**src/rtl/gray_sync_decoder.sv**
```systemverilog
// gray_sync_decoder
//   Receive side of a gray-coded CDC progress path. It resynchronises an
//   asynchronous gray count into the clk domain and decodes it to binary.
//   Each observed change is checked as a legal +1 advance modulo 2^N_BITS.
//
// Ports
//   clk        destination-domain clock
//   nrst       synchronous active-low reset (dominates every other input)
//   gray_in    gray-coded count, asynchronous to clk
//   err_clr    level clear for the sticky error flag
//   gray_sync  last stage of the synchroniser chain
//   bin_out    registered binary decode of gray_sync
//   step       one-cycle pulse when the decoded value advanced by exactly +1
//   err        sticky flag: an illegal change was observed
//   step_cnt   saturating count of legal advances since reset
module gray_sync_decoder #(
    parameter int N_BITS      = 4,
    parameter int SYNC_STAGES = 2,
    parameter int CNT_W       = 8
) (
    input  logic              clk,
    input  logic              nrst,
    input  logic [N_BITS-1:0] gray_in,
    input  logic              err_clr,
    output logic [N_BITS-1:0] gray_sync,
    output logic [N_BITS-1:0] bin_out,
    output logic              step,
    output logic              err,
    output logic [CNT_W-1:0]  step_cnt
);

    logic [N_BITS-1:0] sync_q [SYNC_STAGES];
    logic [N_BITS-1:0] sync_d [SYNC_STAGES];
    logic [N_BITS-1:0] bin_q, bin_d;
    logic              step_q, step_d;
    logic              err_q, err_d;
    logic [CNT_W-1:0]  cnt_q, cnt_d;

    logic [N_BITS-1:0] dec;
    logic [N_BITS-1:0] delta;

    // Plain flop chain: no logic between stages so only one bit of the gray
    // word can be in flight per sample.
    always_comb begin
        sync_d[0] = gray_in;
        for (int i = 1; i < SYNC_STAGES; i++) begin
            sync_d[i] = sync_q[i-1];
        end
    end

    // Binary bit i is the XOR of all gray bits from i upwards.
    always_comb begin
        dec = '0;
        for (int i = 0; i < N_BITS; i++) begin
            dec[i] = ^(sync_q[SYNC_STAGES-1] >> i);
        end
    end

    // Wrap arithmetic makes 2^N-1 -> 0 a delta of one.
    assign delta = dec - bin_q;

    always_comb begin
        bin_d  = dec;
        step_d = 1'b0;
        err_d  = err_q;
        cnt_d  = cnt_q;
        if (err_clr) begin
            err_d = 1'b0;
        end
        if (delta == N_BITS'(1)) begin
            step_d = 1'b1;
            if (!(&cnt_q)) begin
                cnt_d = cnt_q + CNT_W'(1);
            end
        end else if (delta != '0) begin
            // Setting the flag overrides a simultaneous clear.
            err_d = 1'b1;
        end
    end

    always_ff @(posedge clk) begin
        if (!nrst) begin
            for (int i = 0; i < SYNC_STAGES; i++) begin
                sync_q[i] <= '0;
            end
            bin_q  <= '0;
            step_q <= 1'b0;
            err_q  <= 1'b0;
            cnt_q  <= '0;
        end else begin
            for (int i = 0; i < SYNC_STAGES; i++) begin
                sync_q[i] <= sync_d[i];
            end
            bin_q  <= bin_d;
            step_q <= step_d;
            err_q  <= err_d;
            cnt_q  <= cnt_d;
        end
    end

    assign gray_sync = sync_q[SYNC_STAGES-1];
    assign bin_out   = bin_q;
    assign step      = step_q;
    assign err       = err_q;
    assign step_cnt  = cnt_q;

endmodule

```
**config.mk**
```make
export PLATFORM = sky130hd
export DESIGN_NAME = gray_sync_decoder
export DESIGN_NICKNAME = d
export VERILOG_FILES = /design/src/rtl/gray_sync_decoder.sv
export SDC_FILE = /design/constraint.sdc
export NUM_CORES = 1
export LEC_CHECK = 0
export CAP_MARGIN = 25
export CORE_MARGIN = 3
export CORE_UTILIZATION = 25
export DETAILED_ROUTE_END_ITERATION = 16
export PLACE_DENSITY_LB_ADDON = 0.12
export SLEW_MARGIN = 20
export SYNTH_ARGS = -nofsm -noshare
export SYNTH_HDL_FRONTEND = slang
export SYNTH_SLANG_ARGS = --single-unit
```
**constraint.sdc**
```tcl
create_clock -name clk -period 3.2 [get_ports clk]
set_input_delay 0.64 -clock clk [delete_from_list [all_inputs] [get_ports clk]]
set_output_delay 0.64 -clock clk [all_outputs]
set_load 0.02 [all_outputs]
```
==> results.txt, run 1 <==
The flow ran to the end, and the final reports show no timing, DRC or antenna violations. The clock insertion delay at the later pin of the skew report was 260 ps; the number of enable-type register cells in the synthesized netlist was 0. The total inserted antenna cells was 0.

After detailed routing, the average wire length per cell comes to 11.2 um. The final layout contains routed wiring with a total length of 1930 um. The endpoint required time on the critical path was 3390 ps.

Fraction of synthesis flops using an asynchronous set or reset pin: 0. The path type of the worst min-delay path was reg -> reg. The CTS buffer count is 3.

Sorting the synthesized cells by area gives the leading types as sky130_fd_sc_hd__dfxtp_1 46%, sky130_fd_sc_hd__and2_1 6.6%, sky130_fd_sc_hd__ha_1 5.3%, sky130_fd_sc_hd__xor2_1 3.7%, sky130_fd_sc_hd__a21oi_1 3.2%. The die covers 4580 sq um. In this run the static leakage power is 0.498 nW. Max-cap violations in this run came to 0. The tools report the clock network fraction of design power as 0.374.

The power per cell area was 528 nW/um^2; the combinational fraction of design power was 0.198. The initial core utilization is 0.272, and the maximum fanout along the worst path is 6. The clock passes through at most 2 buffers. The final worst-path cycle share was 0.880.

The smallest clock period supported by the final layout is computed as 2820 ps. Data arrival time of the critical path: 3010 ps. The tools report the worst hold slack as 437 ps. By area, the combinational part of the netlist is dominated by simple AND/OR/NAND/NOR gates. The hold violation total from the final report is 0, and the final count of negative-setup-slack endpoints is 0.

For the total half-perimeter wirelength after legalization and detailed placement, the log shows 1490 um. The layout overhead on the synthesized area is 38.7%, and the quantity of I/O buffers inserted on ports is 24. The clock net in this run drives a total of 22 sinks. The floorplan has 21 rows.

In this run the clock root is driven by a sky130_fd_sc_hd__clkbuf_8. Yosys instantiated no cell more often than sky130_fd_sc_hd__dfxtp_1. After global routing the overflow that remains totals 0. The run gives 0.427 as the register share of total power.

The tools report the type of destination of the critical path as a register. Static timing analysis puts the maximum clock frequency at 355 MHz. The post-synthesis cell count was 101; the post-synthesis share of cell area spent on and, or, nand and nor gates was 0.259. The region available for standard cell placement spans 3490 sq um. The net count of the finished layout is 140. Worst max-slew margin expressed relative to the limit: 0.678. Setup total negative slack on the finished layout was measured at 0 ps. The deepest level of the CTS H-tree was 1; the adder-cell share of the synthesized area was 0.0737.

The cell area that synthesis handed to floorplanning was 951 sq um. The clock slew at the register clock pins of the worst setup and hold paths is 80 ps, and the via total after detailed routing is 762. Leading register cell type out of synthesis: sky130_fd_sc_hd__dfxtp_1.

The number of nets in the synthesized netlist is 113, and the synthesis warning total is 0. The post-synthesis xor/xnor area fraction was 0.0553. For the count of hold buffers inserted by post-cts repair, the log shows 0. The number of synthesized register bits works out to 22.

Violation count after the first detailed-routing iteration: 41. The tools report the final antenna-violating net count as 0. Final weighted congestion in routability-driven placement: 0.764. The cell depth of the worst min-delay path is 1, and the setup skew after layout is 1.34 ps.

The ratio of cells with drive above 1 in the final layout works out to 0.0630. The proportion of synthesized area in mux cells is 0.0211. After detailed routing, the number of vias per cell comes to 4.40. Of all cell types, the one taking the most synthesized area is sky130_fd_sc_hd__dfxtp_1. The run gives 0 as the initial antenna violation count.

Sorting the synthesized cells by how often they occur yields 22 x sky130_fd_sc_hd__dfxtp_1, 10 x sky130_fd_sc_hd__and2_1, 8 x sky130_fd_sc_hd__nand2_1. After synthesis, the mean cell area works out to 9.41 sq um. Entering global routing, the biggest net connects 18 pins. The count of cells in the finished layout, fillers not included, comes to 173. IR analysis of the VDD net gives a maximum drop of 0.000209 V. For the overall global routing resource usage, the log shows 0.0943.

In this run the count of I/O pins placed on the die edge is 25. The area share of the largest cell type after synthesis was 0.463; the final core utilization was 0.377. In this run the power spent charging and discharging nets is 0.177 mW.

The switching part of the total power was 0.254; the via count of the first global-routing pass was 721. The first detailed-routing pass ran for 5 iterations. TritonCTS built the clock tree.

From bottom edge to top edge, the die measures 67.7 um. Count of buffers added by post-CTS timing repair for setup: 0. At the pin with the least slew margin, the transition time is 481 ps. The first global-routing pass estimated 3280 um of wire. The sequential-to-total area share from yosys stat is 0.463, and the residual DRC count is 0. For the worst flop-to-flop path, the logic depth is 10. The cell-internal power was 0.519 mW. Post-synthesis compound-gate area fraction: 0.0947. Kind of critical path: reg -> reg. The width of the chip was 67.7 um. The tools report the number of pins with negative max-slew slack in the final report as 0. Setup repair after global routing left no endpoint under its margin.

Kind of launch point of the worst setup path: a register. For the number of distinct library cells after synthesis, the log shows 31. Counting tap cells, the placed design contains a total of 169 instances.
-- worst max-delay path, stage by stage (launching register included) --
cell,delay [ps]
sky130_fd_sc_hd__dfxtp_1,420
sky130_fd_sc_hd__xor2_2,210
sky130_fd_sc_hd__xor2_1,280
sky130_fd_sc_hd__xnor2_1,130
sky130_fd_sc_hd__ha_1,220
sky130_fd_sc_hd__fa_1,380
sky130_fd_sc_hd__xor2_1,130
sky130_fd_sc_hd__and2_2,210
sky130_fd_sc_hd__nand3_1,170
sky130_fd_sc_hd__or4_1,440
sky130_fd_sc_hd__a21oi_1,160
-- path summary, 6_finish.rpt --
| path | from | to | slack, ps |
|---|---|---|---|
| min | sync_q[0][0] | sync_q[0][4] | 440 |
| max reg2reg | sync_q[0][7] | step_cnt[7] | 380 |
| max | sync_q[0][7] | step_cnt[7] | 380 |
| min reg2reg | sync_q[0][0] | sync_q[0][4] | 440 |
-- power groups by stage --
stage	clock (mW)	combinational (mW)	sequential [mW]
after floorplan	0	0.0773	0.316
after global placement	0	0.140	0.304
after detailed placement	0	0.139	0.304
after CTS	0.268	0.140	0.298
after global routing	0.279	0.155	0.300
final	0.261	0.138	0.298
-- layer usage --
metal / up-vias / global-route usage / part of all wire
li1: 395 / - / -
met1: 348 / 0.121 / 0.46
met2: 17 / 0.151 / 0.48
met3: 2 / 0.0333 / 0.053
met4: 0 / 0.0228 / 0.0088
met5: - / 0 / 0
-- area by class of cell --
class / count / area, sq um
Inverter: 4 / 15.0
Timing Repair Buffer: 25 / 248
Clock buffer: 3 / 41.3
Clock inverter: 1 / 30.0
Fill cell: 357 / 2180
Tap cell: 46 / 57.6
Sequential cell: 22 / 440
Multi-Input combinational cell: 72 / 487
-- cells in the final DEF (no fill, tap or decap), types with 2 or more instances in the layout --
cell,count
sky130_fd_sc_hd__xor2_1,3
sky130_fd_sc_hd__nand2b_1,2
sky130_fd_sc_hd__inv_1,4
sky130_fd_sc_hd__clkdlybuf4s50_1,24
sky130_fd_sc_hd__or4_1,2
sky130_fd_sc_hd__nor2_1,4
sky130_fd_sc_hd__clkbuf_8,3
sky130_fd_sc_hd__dfxtp_1,22
sky130_fd_sc_hd__nor3_1,2
sky130_fd_sc_hd__a21oi_1,6
sky130_fd_sc_hd__nand3_1,6
sky130_fd_sc_hd__nand2_1,8
sky130_fd_sc_hd__ha_1,4
sky130_fd_sc_hd__and2_1,10
sky130_fd_sc_hd__mux2i_1,2
sky130_fd_sc_hd__o21ai_0,3
sky130_fd_sc_hd__xnor2_1,2
sky130_fd_sc_hd__or3_1,3
sky130_fd_sc_hd__and3_1,2
sky130_fd_sc_hd__o31ai_1,2
-- logic make-up after synthesis --
logic type                 Yosys count
muxes                                2
buffers and inverters                7
AOI/OAI and AO/OA                   15
xor gates and xnor gates             6
and+or+nand+nor                     44
DFF                                 22
adders and majority gates            5
-- flip-flops by register name (all words and copies together), names as in the netlist --
signal and flops:
step 1, sync_q 8, bin_out 4, err 1
step_cnt 8
-- per-stage QoR --
step                      setup slack [ps]  cell area [sq um]  total power [mW]
final                                  382               1320             0.696
after global routing                  68.1               1320             0.734
after CTS                              298               1310             0.705
after detailed placement               317               1240             0.443
after global placement                 500               1240             0.444
after floorplan                        523                951             0.393
-- what timing repair did --
item | CTS | global route
endpoints found under the hold margin | 0 | 0
endpoints found under the setup margin | 0 | 1
gates resized for setup | 0 | 1
(Power assumes the default switching activity.)
==> run 2: changes to the inputs <==
- GPL_ROUTABILITY_DRIVEN: not set -> 0
==> results of run 2 <==
No change in the layout: final DEF, timing and power equal those of run 1.
==> run 3: changes to the inputs <==
- PLACE_DENSITY_LB_ADDON: 0.12 -> not set
- SETUP_SLACK_MARGIN: not set -> 0.05
==> run 3 against run 2 <==
Cell count shrank 0.58%; non-clock buffer count shrank 1; clock power shrank 3%; global-route usage grew 0.83 points; final area shrank 1.1%; power shrank 1.6%; sequential cell count is the same; fmax shrank 1.0%; sequential power is essentially flat; critical path type unchanged; critical endpoint unchanged; highest routed layer unchanged.
==> results.txt, run 3 (synthesized netlist as in run 1, its figures left out) <==
The TritonCTS sink count is 22 (unchanged). The transition at the pin with the smallest max-transition slack was 855 ps (was 481 ps). The width of the chip was 67.7 um (unchanged); the setup skew after layout was 4.21 ps (was 1.34 ps). The timing-limited maximum frequency is 351 MHz (was 355 MHz), and the number of ports placed on the die boundary is 25 (unchanged). Setup repair after global routing left no endpoint under its margin. Path type of the worst min-delay path: reg -> reg (unchanged). The ratio of cells with drive above 1 in the final layout is 0.0476 (was 0.0630), and the final worst-path cycle share is 0.889 (was 0.880). The number of fill cells in the layout is 347 (was 357).

Clock slew at the register clock pins of the worst setup and hold paths: 80 ps (about the same). The global routing met3 resource utilization was 0.0399 (was 0.0333); the data arrival time of the critical path was 3040 ps (was 3010 ps). The total cell area at the placement stage was 1230 sq um (was 1240 sq um); the overall global routing resource usage was 0.103 (was 0.0943).

The tools report the root cell of the clock tree as sky130_fd_sc_hd__clkbuf_8 (unchanged). The maximum vdd drop is 0.000251 V (was 0.000209 V), and the per-cell via count in the routed design is 4.45 (was 4.40). Count of hold buffers inserted by post-cts repair: 0 (unchanged).

The run gives 1 (unchanged) as the deepest level of the CTS H-tree. The global-route wire length before repair is 3510 um (was 3280 um). Cell count after placement: 168 (was 169). The capturing element of the worst setup path was step_cnt[7] (unchanged). The depth of the most critical reg-to-reg path works out to 10 (unchanged).

The type of destination of the critical path was a register (unchanged). The largest incremental delay on the critical path is 430 ps (was 440 ps), and the shortest period the worst path allows is 2850 ps (was 2820 ps). The global routing usage on met2 is 0.157 (was 0.151). The final count of negative-setup-slack endpoints is 0 (unchanged). The buffer levels on the longest clock path was 2 (unchanged). Layer with the highest usage: met2 (unchanged). For the core area, the log shows 3490 sq um (unchanged). The tools report the met1 layer usage reported by global route as 0.125 (was 0.121). The kind of critical path is reg -> reg (unchanged). For the setup slack of the most critical reg-to-reg path, the log shows 350 ps (was 380 ps).

Commonest non-fill, non-tap cell in the layout: sky130_fd_sc_hd__clkdlybuf4s50_1 (unchanged). The startpoint of the worst setup timing path is sync_q[0][7] (unchanged). The number of max-cap violations is 0 (unchanged). The tools report the capture point of the worst reg-to-reg path as step_cnt[7] (unchanged).

The startpoint of the worst hold path is sync_q[0][3] (was sync_q[0][0]). The quantity of I/O buffers inserted on ports was 24 (unchanged); the number of optimization iterations in the first detailed-route pass was 5 (unchanged). The total inserted antenna cells came out at 0 (unchanged). The detailed-route wire length per cell came out at 11.4 um (was 11.2 um). The logs give 21 (unchanged) for the standard-cell row count and 0.426 (was 0.678) for the worst max-slew margin expressed relative to the limit. Commonest cells after routing, fill and taps aside: 24 x sky130_fd_sc_hd__clkdlybuf4s50_1, 22 x sky130_fd_sc_hd__dfxtp_1, 10 x sky130_fd_sc_hd__and2_1 (unchanged).

Residual DRC count: 0 (unchanged). The reg-to-reg startpoint is sync_q[0][7] (unchanged). The most frequent cell on the critical path is sky130_fd_sc_hd__xor2_1 (unchanged). The slowest cell on the critical path is sky130_fd_sc_hd__or4_1 (unchanged). The kind of launch point of the worst setup path is a register (unchanged).

Final antenna-violating net count: 0 (unchanged). The via count of the first global-routing pass came out at 775 (was 721). The leakage power summed over all cells is 0.494 nW (was 0.498 nW), and the post-route non-filler standard cell count is 172 (was 173). The run gives 0 (unchanged) as the hold violation total from the final report. The final core utilization is 0.373 (was 0.377), and the area of the die is 4580 sq um (unchanged). The tools report the endpoint required time on the critical path as 3390 ps (about the same).

The initial antenna violation count is 0 (unchanged). The tools report the number of pins with negative max-slew slack in the final report as 0 (unchanged). The count of instances resized after the clock tree is built is 0 (unchanged). For the final net count, the log shows 139 (was 140). The largest net degree at the start of global routing is 18 (unchanged), and the total length of routed wires is 1970 um (was 1930 um). The final instance area was 1300 sq um (was 1320 sq um); the layout overhead on the synthesized area was 37.1% (was 38.7%). TritonCTS built the clock tree.

The power per cell area works out to 525 nW/um^2 (was 528 nW/um^2). Count of buffers added by post-CTS timing repair for setup: 0 (unchanged). The logs give 765 (was 762) for the via total after detailed routing and 260 ps (about the same) for the clock insertion delay at the later pin of the skew report. The CTS buffer count was 3 (unchanged). The run finished with clean final reports. The run gives 0 (unchanged) as the overall overflow remaining after global route.

The tools report the violation count after the first detailed-routing iteration as 24 (was 41). The setup TNS is 0 ps (unchanged), and the maximum fanout along the worst path is 6 (unchanged). The initial core utilization was 0.272 (unchanged); the overall die height was 67.7 um (unchanged). Cell-by-cell trace of the critical path: xor2_1 -> xor2_1 -> xnor2_1 -> ha_1 -> fa_1 -> xor2_1 -> and2_2 -> nand3_1 -> or4_1 -> a21oi_1 (was xor2_2 -> xor2_1 -> xnor2_1 -> ha_1 -> fa_1 -> xor2_1 -> and2_2 -> nand3_1 -> or4_1 -> a21oi_1).
[run 3: worst min path at each step]
stage	to	slack (ps)	cells past startpoint
2_1_floorplan	sync_q[0][4]	410	1
3_3_place_gp	sync_q[0][4]	420	1
3_5_place_dp	sync_q[0][5]	420	1
4_1_cts	sync_q[0][7]	450	1
5_1_grt	sync_q[0][7]	470	1
6_report	sync_q[0][7]	440	1
[run 3: cell type report]
class                      count  area (sq um)  area share
sequential                    22           440       0.338
timing repair buffer          24           240       0.184
clock buffer                   3          41.3      0.0317
tap                           46          57.6      0.0441
clock inverter                 1          30.0      0.0230
inverter                       4          15.0      0.0115
multi-input combinational     72           479       0.368
[run 3: through the flow]
step                      hold slack, ps  worst slack [ps]  power [mW]
after floorplan                      412               523       0.393
after global placement               416               509       0.435
after detailed placement             422               354       0.440
after CTS                            445               328       0.697
after global routing                 467              94.1       0.726
final                                440               354       0.685
[run 3: power by group]
group | switching [mW] | total, mW | internal [mW]
clock | 0.0862 | 0.253 | 0.167
combinational | 0.0743 | 0.134 | 0.0593
sequential | 0.00980 | 0.298 | 0.288
[run 3: per-layer routing]
| layer | routed length [um] | vias up |
|---|---|---|
| met5 | 0 | - |
| met2 | 896 | 26 |
| li1 | - | 395 |
| met3 | 142 | 5 |
| met1 | 894 | 339 |
| met4 | 32 | 0 |
[run 3: worst max-delay path, delay by kind of cell (launching register included)]
family / cells / cell delay (ps)
and+or+nand+nor: 3 / 810
adders and majority gates: 2 / 600
xor gates and xnor gates: 4 / 810
AOI/OAI and AO/OA: 1 / 150
DFF: 1 / 400
